==> src/rtl/f1_start_sequencer_pkg.sv <==
// Shared state encoding and constants for the F1 start-light sequencer.
package f1_pkg;

  typedef enum logic [1:0] {
    IDLE,
    LIGHTS,
    HOLD,
    RACE
  } state_t;

  localparam logic [7:0] LIGHTS_FIRST = 8'h01;
  localparam logic [7:0] LIGHTS_ALL   = 8'hFF;

  // Zero-based tap bits for the x^7 + x^6 + 1 Fibonacci LFSR
  localparam int LFSR_TAP_HI = 6;
  localparam int LFSR_TAP_LO = 5;

endpackage

==> src/rtl/f1_start_sequencer_lfsr7.sv <==
// Free-running 7-bit maximal-length LFSR; its value seeds the random all-on hold.
module lfsr7
  import f1_pkg::*;
#(
  parameter logic [6:0] SEED = 7'h01
) (
  input  logic       clk,
  input  logic       rst,
  output logic [6:0] value
);

  always_ff @(posedge clk or negedge rst) begin
    if (!rst) begin
      value <= SEED;
    end else begin
      value <= {value[5:0], value[LFSR_TAP_HI] ^ value[LFSR_TAP_LO]};
    end
  end

endmodule

==> src/rtl/f1_start_sequencer.sv <==
// F1 start-light controller: light sequencing, random hold, reaction timing and
// false-start detection on a shared tick timebase.
module f1_start_sequencer
  import f1_pkg::*;
#(
  parameter int         WIDTH      = 16,
  parameter int         STEP_TICKS = 1000,
  parameter logic [6:0] SEED       = 7'h01
) (
  input  logic             clk,
  input  logic             rst,
  input  logic             trigger,
  input  logic             react,
  input  logic [WIDTH-1:0] n,
  output logic [7:0]       data_out,
  output logic [15:0]      reaction_time,
  output logic             valid,
  output logic             false_start,
  output logic             busy
);

  localparam int STEP_W = (STEP_TICKS > 1) ? $clog2(STEP_TICKS) : 1;
  localparam logic [STEP_W-1:0] STEP_LAST = STEP_W'(STEP_TICKS - 1);

  state_t             state;
  state_t             state_next;
  logic [WIDTH-1:0]   tick_cnt;
  logic [STEP_W-1:0]  step;
  logic [6:0]         hold;
  logic [15:0]        race_cnt;
  logic [6:0]         lfsr;
  logic               tick;
  logic               step_done;
  logic [7:0]         data_next;
  logic [15:0]        rt_next;
  logic               valid_next;
  logic               fs_next;

  lfsr7 #(.SEED(SEED)) u_lfsr (
    .clk   (clk),
    .rst   (rst),
    .value (lfsr)
  );

  assign tick      = (state != IDLE) && (tick_cnt == '0);
  assign step_done = tick && (step == STEP_LAST);

  always_ff @(posedge clk or negedge rst) begin
    if (!rst) begin
      state <= IDLE;
    end else begin
      state <= state_next;
    end
  end

  // react always wins over a step completion in the same cycle
  always_comb begin
    state_next = state;
    case (state)
      IDLE:    if (trigger) state_next = LIGHTS;
      LIGHTS: begin
        if (react)                                     state_next = IDLE;
        else if (step_done && data_out == LIGHTS_ALL)  state_next = HOLD;
      end
      HOLD: begin
        if (react)                                     state_next = IDLE;
        else if (step_done && hold == 7'd1)            state_next = RACE;
      end
      RACE:    if (react) state_next = IDLE;
      default: state_next = IDLE;
    endcase
  end

  always_comb begin
    data_next  = data_out;
    rt_next    = reaction_time;
    valid_next = 1'b0;
    fs_next    = 1'b0;
    case (state)
      IDLE: if (trigger) data_next = LIGHTS_FIRST;
      LIGHTS: begin
        if (react) begin
          data_next = 8'h00;
          fs_next   = 1'b1;
        end else if (step_done && data_out != LIGHTS_ALL) begin
          data_next = {data_out[6:0], 1'b1};
        end
      end
      HOLD: begin
        if (react) begin
          data_next = 8'h00;
          fs_next   = 1'b1;
        end else if (step_done && hold == 7'd1) begin
          data_next = 8'h00;
        end
      end
      RACE: begin
        if (react) begin
          rt_next    = race_cnt;
          valid_next = 1'b1;
        end
      end
      default: data_next = 8'h00;
    endcase
  end

  always_ff @(posedge clk or negedge rst) begin
    if (!rst) begin
      data_out      <= 8'h00;
      reaction_time <= 16'h0000;
      valid         <= 1'b0;
      false_start   <= 1'b0;
      busy          <= 1'b0;
    end else begin
      data_out      <= data_next;
      reaction_time <= rt_next;
      valid         <= valid_next;
      false_start   <= fs_next;
      busy          <= (state_next != IDLE);
    end
  end

  // Divider sits at n while idle so the first tick lands n+1 cycles after start
  always_ff @(posedge clk or negedge rst) begin
    if (!rst) begin
      tick_cnt <= '0;
      step     <= '0;
      hold     <= 7'd0;
      race_cnt <= 16'h0000;
    end else begin
      if (state == IDLE || tick_cnt == '0) tick_cnt <= n;
      else                                 tick_cnt <= tick_cnt - 1'b1;

      if (state == IDLE) begin
        step <= '0;
      end else if ((state == LIGHTS || state == HOLD) && tick) begin
        step <= step_done ? '0 : step + 1'b1;
      end

      if (state == LIGHTS && step_done && data_out == LIGHTS_ALL) begin
        hold <= lfsr;
      end else if (state == HOLD && step_done) begin
        hold <= hold - 7'd1;
      end

      if (state != RACE) begin
        race_cnt <= 16'h0000;
      end else if (tick && race_cnt != 16'hFFFF) begin
        race_cnt <= race_cnt + 16'd1;
      end
    end
  end

endmodule
==> config.mk <==
export PLATFORM = sky130hd
export DESIGN_NAME = f1_start_sequencer
export DESIGN_NICKNAME = d
export VERILOG_FILES = /design/src/rtl/f1_start_sequencer_pkg.sv /design/src/rtl/f1_start_sequencer_lfsr7.sv /design/src/rtl/f1_start_sequencer.sv
export SDC_FILE = /design/constraint.sdc
export NUM_CORES = 1
export LEC_CHECK = 0
export ABC_AREA = 1
export CAP_MARGIN = 10
export CORE_ASPECT_RATIO = 0.6
export CORE_UTILIZATION = 40
export CTS_BUF_LIST = sky130_fd_sc_hd__clkbuf_8
export DETAILED_ROUTE_END_ITERATION = 16
export PLACE_DENSITY_LB_ADDON = 0.3
export SLEW_MARGIN = 20
export SYNTH_ARGS = -nofsm -noshare
export SYNTH_HDL_FRONTEND = slang
export SYNTH_SLANG_ARGS = --single-unit
==> constraint.sdc <==
create_clock -name clk -period 2.3 [get_ports clk]
set_input_delay 0.23 -clock clk [delete_from_list [all_inputs] [get_ports clk]]
set_output_delay 0.23 -clock clk [all_outputs]
set_load 0.02 [all_outputs]
==> metrics.txt <==
pre-CTS WS roughly 0.26 ns; Post-CTS Setup Inserts 0; Hold Buf Count CTS 1; post-CTS resize count 0; Final Power roughly 4.4 mW; Max-Cap Viols 0; clock-pin slew on the worst setup and hold paths approximately 0.09 ns; Starting Density between 40% and 50%; Worst Hold Slack around 0.39 ns; die span in y between 80 and 90 um; Final GP Congestion approximately 0.87; final core occ about half; Critical Path Source Type register; crit share post-route roughly 90%; Clock Tree Root clkbuf_8; Layout area overhead 18.4%; Setup CP Type reg -> reg; Critical Path AT about 2.3 ns; Post-Layout Cell Count 762; Fill cells about 1000; WHS Path Cells 0; CP Capture Type register; die footprint 11900 um2; FF-to-FF setup slack approximately 0.23 ns; Die X 140 um; fin nets 650; Syn Area/Cell around 8 um2; peak supply drop approximately 0.00039 V; CP Max Fanout 9; diodes inserted 0; CTS Buffer Depth 2; layout cells sized above 1 under 10%; Yosys top cell by area dfrtp_1; final antenna-violating net count 0; syn_nets 600; Slew Viols, Final 0; H-tree depth 3; Final Hold Violating Endpoints 0; Cell Area, Synth around 4600 um2; endpoint of the worst register-to-register path hold[3]; Hold EP u_lfsr.value[3]; Pre-antenna DRT Iters 5; WP data required between 2 and 3 ns; top cell types by occurrence after synthesis nand2_1, dfrtp_1, nor2_1; first-pass GRT wire length roughly 18 mm; placed insts 745; WL final slightly above 10 mm; HP Start u_lfsr.value[2]; top post-synthesis cells by area dfrtp_1, nand2_1, nand3_1; Synthesis Warnings 0; final setup fails 0; largest net degree at the start of global routing 55; Worst Skew between 0.01 and 0.015 ns; Synth cell types 35; Post-DP HPWL 7.53 mm; Finished Cell Area roughly 5400 um2; CTS buffer count 9; RSZ-0062 raised after global routing no; routed len/inst about 14 um; TNS Setup 0 ns; IO Pins 47; FMAX approximately 0.48 GHz; Gate Count Post-Synth 568; CTS tree built; # rows 29; Worst R2R Start tick_cnt[0]; antenna violations before repair 0; clk sinks 85; Tmin final around 2.1 ns; clk_lat worst skew 0.37 ns; Vias/cell 5.13; PwrDens between 800 and 900 nW/um2; Core ar. roughly 11000 um2; Synth async-reset ratio 100%; EDFF count, synth 0; cell with the most instances after synthesis nand2_1; number of I/O port buffers 46; top-area cell type share of the netlist area between 40% and 50%; Final WS setup 0.233 ns; Max-slew headroom around 54%; GR Util All Layers 19.0%; R2R depth 10; Seq/Total Area, Yosys roughly 46%; Slew @ Worst Pin slightly below 0.7 ns; synthesized flop and latch total 85; status finished, final reports clean; placed cell area just over 5000 um2; Post-synth top flop dfrtp_1; Starting DRT DRC Count 318; vias in the first global route approximately 3700; Hold WC Path Type reg -> reg; vias post-DR about 4000; Post-route DRC 0; Overflow after GRT 0; Pleak 2.45 nW
-- worst max-delay path, cell delays in order, from the launching register on --
cell and delay [ns]:
dfrtp_1 0.38, inv_1 0.12, ha_1 0.21, nand2_1 0.06, nor2_1 0.09, nand2_1 0.08
nor2_4 0.17, and3_1 0.47, nand2_4 0.15, nand3_1 0.12, nand3_1 0.09
-- kinds of logic after synthesis --
| logic type | Yosys count | synth area share (%) |
|---|---|---|
| simple gates | 305 | 31.2 |
| flops | 85 | 46.4 |
| buf+inv | 80 | 7.31 |
| compound gates | 67 | 8.13 |
| xor+xnor | 19 | 3.63 |
| fa+ha+maj | 12 | 3.28 |
-- flip-flops by register name, summed over array words and instances (netlist names) --
name,cells
busy,1
data_out,8
false_start,1
hold,7
race_cnt,16
reaction_time,16
state,2
step,10
tick_cnt,16
u_lfsr.value,7
valid,1
-- where the power goes --
group,switching [mW],leakage [nW],internal (mW),total [mW]
sequential,0.202,1.14,1.70,1.90
combinational,0.815,1.21,0.469,1.28
clock,0.571,0.112,0.619,1.19
-- worst max path at each step --
stage	slack [ns]	end	from
2_1_floorplan	0.57	data_out[1]	state[0]
3_5_place_dp	0.26	hold[3]	tick_cnt[0]
3_3_place_gp	0.36	hold[3]	tick_cnt[0]
6_report	0.23	hold[3]	tick_cnt[0]
5_1_grt	0.04	hold[1]	tick_cnt[0]
4_1_cts	0.25	hold[3]	tick_cnt[0]
-- cells in the final DEF (no fill, tap or decap), drive strengths merged --
master / synthesis / routed
nand3b: 5 / 5
nor3: 11 / 11
ha: 12 / 12
and3: 1 / 1
nand2: 123 / 123
o21ai: 50 / 50
inv: 63 / 65
xor2: 15 / 15
clkbuf: 6 / 9
or2: 3 / 3
dfstp: 1 / 1
buf: 10 / 9
nand4: 37 / 37
clkinvlp: 0 / 1
clkdlybuf4s50: 0 / 45
clkinv: 1 / 3
xnor2: 4 / 4
nand3: 54 / 54
bufinv: 0 / 2
nor4: 2 / 2
dfrtp: 84 / 84
nor2: 69 / 69
dlygate4sd3: 0 / 1
a31oi: 9 / 9
a21oi: 8 / 8
-- layer usage --
| layer | vias to the layer above | routed length, um | track usage (%) |
|---|---|---|---|
| met2 | 111 | 4040 | 26.1 |
| met1 | 1814 | 5630 | 29.2 |
| li1 | 1977 | - | - |
| met3 | 8 | 589 | 4.91 |
| met4 | 0 | 70 | 4.90 |
| met5 | - | 0 | 0 |
-- layout make-up --
class	count	area (um2)	share of cell area, %
multi-input cells	403	2120	39.1
repair buffers	55	541	9.96
inverters	64	241	4.45
flip-flops and latches	85	2130	39.2
clock inverters	7	97.6	1.80
well taps	139	174	3.20
clock buffers	9	124	2.28
Power figures use the tool's default switching activity.
